$ cat config.mk
export PLATFORM = sky130hd
export DESIGN_NAME = board_input_conditioner
export DESIGN_NICKNAME = d
export VERILOG_FILES = /design/src/rtl/board_io_pkg.sv /design/src/rtl/debounce_channel.sv /design/src/rtl/board_input_conditioner.sv
export SDC_FILE = /design/constraint.sdc
export NUM_CORES = 1
export LEC_CHECK = 0
export CORE_UTILIZATION = 39
export DETAILED_ROUTE_END_ITERATION = 8
export GPL_TIMING_DRIVEN = 0
export PLACE_DENSITY = 0.52
export REMOVE_ABC_BUFFERS = 1
export SETUP_SLACK_MARGIN = 0.15
export SYNTH_ARGS = -nofsm -noshare
export SYNTH_HDL_FRONTEND = slang
export SYNTH_SLANG_ARGS = --single-unit
$ cat constraint.sdc
create_clock -name clk -period 5.1 [get_ports clk]
set_clock_uncertainty 0.05 [all_clocks]
set_input_delay 1.02 -clock clk [delete_from_list [all_inputs] [get_ports clk]]
set_output_delay 1.02 -clock clk [all_outputs]
set_load 0.01 [all_outputs]
$ cat src/rtl/board_io_pkg.sv
// Shared types and constants for the board input conditioning path.
package board_io_pkg;

    typedef enum logic [1:0] {
        STABLE_LO,
        PEND_HI,
        STABLE_HI,
        PEND_LO
    } db_state_e;

    localparam int unsigned BTN_C = 0;
    localparam int unsigned BTN_U = 1;
    localparam int unsigned BTN_L = 2;
    localparam int unsigned BTN_D = 3;
    localparam int unsigned BTN_R = 4;

endpackage

$ cat src/rtl/debounce_channel.sv
// One input channel: 2-flop synchroniser, tick-driven debounce FSM, level and edge pulses.
module debounce_channel
    import board_io_pkg::*;
#(
    parameter int unsigned DEBOUNCE_TICKS = 10
) (
    input  logic clk,
    input  logic rst_n,
    input  logic tick,
    input  logic pin,
    output logic level,
    output logic rise,
    output logic fall
);

    localparam int unsigned CNT_W = $clog2(DEBOUNCE_TICKS + 1);
    localparam logic [CNT_W-1:0] CNT_LAST = CNT_W'(DEBOUNCE_TICKS - 1);

    logic             sync1_q, sync2_q;
    db_state_e        state_q, state_d;
    logic [CNT_W-1:0] cnt_q, cnt_d;
    logic             level_q, rise_q, fall_q;
    logic             commit_hi, commit_lo;

    always_ff @(posedge clk) begin
        if (!rst_n) begin
            sync1_q <= 1'b0;
            sync2_q <= 1'b0;
            state_q <= STABLE_LO;
            cnt_q   <= '0;
            level_q <= 1'b0;
            rise_q  <= 1'b0;
            fall_q  <= 1'b0;
        end else begin
            sync1_q <= pin;
            sync2_q <= sync1_q;
            state_q <= state_d;
            cnt_q   <= cnt_d;
            level_q <= (level_q | commit_hi) & ~commit_lo;
            rise_q  <= commit_hi;
            fall_q  <= commit_lo;
        end
    end

    // cnt counts ticks already spent pending; the DEBOUNCE_TICKS-th differing tick commits.
    always_comb begin
        state_d   = state_q;
        cnt_d     = cnt_q;
        commit_hi = 1'b0;
        commit_lo = 1'b0;
        if (tick) begin
            unique case (state_q)
                STABLE_LO: begin
                    if (sync2_q) begin
                        if (DEBOUNCE_TICKS == 1) begin
                            state_d   = STABLE_HI;
                            commit_hi = 1'b1;
                        end else begin
                            state_d = PEND_HI;
                            cnt_d   = CNT_W'(1);
                        end
                    end
                end
                PEND_HI: begin
                    if (!sync2_q) begin
                        state_d = STABLE_LO;
                        cnt_d   = '0;
                    end else if (cnt_q == CNT_LAST) begin
                        state_d   = STABLE_HI;
                        cnt_d     = '0;
                        commit_hi = 1'b1;
                    end else begin
                        cnt_d = cnt_q + 1'b1;
                    end
                end
                STABLE_HI: begin
                    if (!sync2_q) begin
                        if (DEBOUNCE_TICKS == 1) begin
                            state_d   = STABLE_LO;
                            commit_lo = 1'b1;
                        end else begin
                            state_d = PEND_LO;
                            cnt_d   = CNT_W'(1);
                        end
                    end
                end
                PEND_LO: begin
                    if (sync2_q) begin
                        state_d = STABLE_HI;
                        cnt_d   = '0;
                    end else if (cnt_q == CNT_LAST) begin
                        state_d   = STABLE_LO;
                        cnt_d     = '0;
                        commit_lo = 1'b1;
                    end else begin
                        cnt_d = cnt_q + 1'b1;
                    end
                end
            endcase
        end
    end

    assign level = level_q;
    assign rise  = rise_q;
    assign fall  = fall_q;

endmodule

$ cat src/rtl/board_input_conditioner.sv
// Synchronises and debounces board switches and buttons; adds press/release pulses and
// sticky write-1-to-clear press flags.
module board_input_conditioner
    import board_io_pkg::*;
#(
    parameter int unsigned N_SW           = 16,
    parameter int unsigned N_BTN          = 5,
    parameter int unsigned TICK_DIV       = 10000,
    parameter int unsigned DEBOUNCE_TICKS = 10
) (
    input  logic             clk,
    input  logic             rst_n,
    input  logic [N_SW-1:0]  sw_i,
    input  logic [N_BTN-1:0] btn_i,
    output logic [N_SW-1:0]  sw_o,
    output logic [N_BTN-1:0] btn_level_o,
    output logic [N_BTN-1:0] btn_press_o,
    output logic [N_BTN-1:0] btn_release_o,
    output logic [N_BTN-1:0] btn_event_o,
    input  logic [N_BTN-1:0] evt_clr_i,
    output logic             evt_pending_o
);

    localparam int unsigned DIV_W = $clog2(TICK_DIV);

    logic [DIV_W-1:0] div_q;
    logic             tick;

    assign tick = (div_q == DIV_W'(TICK_DIV - 1));

    always_ff @(posedge clk) begin
        if (!rst_n) begin
            div_q <= '0;
        end else if (tick) begin
            div_q <= '0;
        end else begin
            div_q <= div_q + 1'b1;
        end
    end

    // Switch edges are not exported.
    logic [N_SW-1:0] unused_sw_rise, unused_sw_fall;

    for (genvar i = 0; i < N_SW; i++) begin : g_sw
        debounce_channel #(
            .DEBOUNCE_TICKS(DEBOUNCE_TICKS)
        ) u_chan (
            .clk  (clk),
            .rst_n(rst_n),
            .tick (tick),
            .pin  (sw_i[i]),
            .level(sw_o[i]),
            .rise (unused_sw_rise[i]),
            .fall (unused_sw_fall[i])
        );
    end

    for (genvar i = 0; i < N_BTN; i++) begin : g_btn
        debounce_channel #(
            .DEBOUNCE_TICKS(DEBOUNCE_TICKS)
        ) u_chan (
            .clk  (clk),
            .rst_n(rst_n),
            .tick (tick),
            .pin  (btn_i[i]),
            .level(btn_level_o[i]),
            .rise (btn_press_o[i]),
            .fall (btn_release_o[i])
        );
    end

    logic [N_BTN-1:0] event_q;
    logic             pending_q;

    // A press in the same cycle as a clear keeps the flag set.
    always_ff @(posedge clk) begin
        if (!rst_n) begin
            event_q   <= '0;
            pending_q <= 1'b0;
        end else begin
            event_q   <= btn_press_o | (event_q & ~evt_clr_i);
            pending_q <= |event_q;
        end
    end

    assign btn_event_o   = event_q;
    assign evt_pending_o = pending_q;

endmodule

==> flow_summary.ini <==
[sta]
drv_slew = 0
fin_crit_sh_pct = 59.7
hold_violations = 0
worst_slew_pin_slew_ns = 0.842
holdWs_ns = 0.378
setup_tns_ns = 0
rsz0062_at_grt = false
max_freq_ghz = 0.328
maxSlewHeadroom_pct = 43.8
fin_crit_ns = 3.04
setup_viol = 0

[logic_synthesis]
synth_commonest_cells = dfxtp_1 (219), a21oi_1 (76), clkbuf_1 (72), nand3_1 (68), nand2_1 (60)
ys_ff_latch = 219
ys_types = 57
netlist_instances = 1214
yosysSeqAreaShare_pct = 41.1
synth_top_area_cell = dfxtp_1
synth.area.top_cells = dfxtp_1 (41%), ha_1 (4.8%), a21oi_1 (3.6%)
synth_top_cell_area_share_pct = 41.1
synth_edf_count = 0
synth_ff_type = dfxtp_1
async_flop_share_pct = 0
avgSynthCellArea_sq_um = 8.78
synth_most_common_cell = dfxtp_1
yosys_warnings = 0
syn_area_sq_um = 10700

[clock_tree]
ctsHtreeMaxLevel = 1
postCtsSetupRepairBufs = 0
cts_buffers = 26
cts_resized = 0
cts_buffer_depth = 3
root_buffer = clkbuf_16
clock_latency_ns = 0.53
ctsHoldBuffers = 0
clock_sinks = 219
cts_tree = yes
path_clk_slew_ns = 0.05

[worst_setup_path]
r2r_start = div_q[4]
crit_fanout = 84
setup.worst_path.start = div_q[4]
start_kind = flip-flop
path_cells = or4b_1, or4_4, buf_16, or4_1, a21oi_1
crit_path_top_delay_cell = or4_4
crit_buf_inv = 1
crit_arrival_ns = 3.44
worst_path_dominant_cell_family = simple AND/OR/NAND/NOR gates
worst_setup_path_end_kind = flip-flop
path_class = flip-flop to flip-flop
worst_ep_required_time_ns = 5.50
crit_path_max_incr_delay_ns = 0.91

[cells_and_area]
syn2layout_area_growth_pct = 14.3
nets = 1277
drive_gt1_share_pct = 8.23
n_fill_cell = 2624
antenna_cells = 0

[die]
core_sq_um = 26900
rows = 60
io_pins = 65
fp.dieW_microns = 167
die_area_sq_um = 28000
chipHeight_microns = 167
start_util_pct = 39.7

[power_and_ir_drop]
p_seq_share_pct = 48.1
internal-power_mw = 2.87
p_comb_share_pct = 3.3
cellLeakagePower_nw = 4.14
power.density_nw_per_um2 = 300
vdd_ir_drop_max_v = 0.000239
p_sw_uw = 784
switching_share_pct = 21.4
p_clk_share_pct = 48.6

[detailed_routing]
num_vias = 8640
initialDrtViolationCount = 407
wire_per_inst_microns = 13.9
first_pass_iters = 5
ant_nets = 0
drc = 0
wl_mm = 21.8
vias_per_cell = 5.51

[status]
outcome = finished clean

[global_route]
grt_pass1_vias = 8007
track_usage_pct = 15.6
antenna_found_initial = 0
grt_overflow_total = 0
grt_pass1_wl_mm = 38.0
grt_max_degree = 111

[run]
drv_cap = 0

[hold_path]
worstHoldStart = g_sw[8].u_chan.sync1_q
min_path_type = flip-flop to flip-flop

[place]
portBuffers = 64
dp_hpwl_mm = 13.6
gp_congestion = 0.743
-- worst reg2reg max path: cells and delay by family, from the launching register on --
kind	cells	cell delay (ns)
AO/OA/AOI/OAI	1	0.15
flip-flops	1	0.36
buffers and inverters	1	0.38
AND/OR/NAND/NOR	3	2.03
-- routing by layer --
metal | up-vias | global-route usage [%] | wire (microns) | part of all wire (%)
met5 | - | 0 | 0 | 0
met4 | 0 | 4.71 | 426 | 2.0
met3 | 33 | 2.55 | 662 | 3.0
li1 | 4439 | - | - | -
met2 | 88 | 26.4 | 9840 | 45
met1 | 4080 | 20.4 | 10900 | 50
-- cell families after synthesis --
kind of cell               after synthesis  synth area share [%]
AOI/OAI and AO/OA                      295                  18.9
xor gates and xnor gates                35                  2.88
adders and majority gates               41                  4.81
buffers and inverters                  172                  7.38
DFF                                    219                  41.1
muxes                                   19                  1.88
and+or+nand+nor                        433                  23.0
-- stage by stage --
step	setup slack (ns)	utilization, %	cell area, sq um	power (mW)	instances
floorplan	-6.08	-	10100	1.84	1100
global placement	-13.08	41.5	11200	1.91	1505
detailed placement	1.75	42.2	11400	1.92	1521
CTS	2.00	45.4	12200	3.72	1568
global route	1.88	45.4	12200	3.81	1568
finish	2.06	45.4	12200	3.66	1568
-- cell type report --
class	instances	area, sq um	share of cell area, %
Multi-Input combinational cell	823	5500	45.1
Timing Repair Buffer	80	826	6.77
Sequential cell	219	4380	36.0
Clock buffer	45	823	6.75
Tap cell	341	427	3.50
Clock inverter	2	12.5	0.103
Inverter	58	220	1.81
-- registers in the layout, indices dropped and copies added, names as in the netlist, named ones only --
name                  count
g_sw.u_chan.sync2_q      16
g_btn.u_chan.cnt_q       20
g_btn.u_chan.sync2_q      5
g_btn.u_chan.fall         5
g_btn.u_chan.state_q      5
div_q                    14
g_sw.u_chan.sync1_q      16
evt_pending_o             1
g_sw.u_chan.cnt_q        64
g_sw.u_chan.state_q      16
g_sw.u_chan.level        16
g_btn.u_chan.level        5
g_btn.u_chan.sync1_q      5
btn_event_o               5
g_btn.u_chan.rise         5
-- final timing paths --
check	end	slack, ns	cells past startpoint
setup reg to reg	g_sw[5].u_chan.cnt_q[1]	2.06	5
hold reg to reg	g_sw[8].u_chan.sync2_q	0.38	1
setup / recovery	g_sw[5].u_chan.cnt_q[1]	2.06	5
hold / removal	g_sw[8].u_chan.sync2_q	0.38	1
-- placed cells by master, fill, tap and decap left out, types with 13 or more instances in the layout --
cell             synthesis  layout
xor2_1                  26      26
and2_1                  45      45
nand3_1                 68      68
or4_1                   20      20
dfxtp_1                219     219
or3_1                   14      14
nand2_1                 60      60
inv_1                   58      57
a31o_2                  18      18
a311oi_1                13      13
o311ai_0                14      14
o211ai_1                36      36
clkdlybuf4s50_1          0      63
a21oi_1                 76      76
nor3_1                  29      29
o221ai_1                21      21
nor2_1                  59      59
clkbuf_16                0      27
nand3b_1                47      47
ha_1                    41      41
nand4_1                 30      30
and3b_1                 17      17
o21ai_0                 57      57
-- power by group through the flow --
stage	clock, mW	sequential, mW	combinational (mW)
after floorplan	0	1.79	0.0511
after global placement	0	1.80	0.119
after detailed placement	0	1.80	0.122
after CTS	1.84	1.76	0.123
after global routing	1.92	1.76	0.137
final	1.78	1.76	0.120
Power figures use the tool's default switching activity.
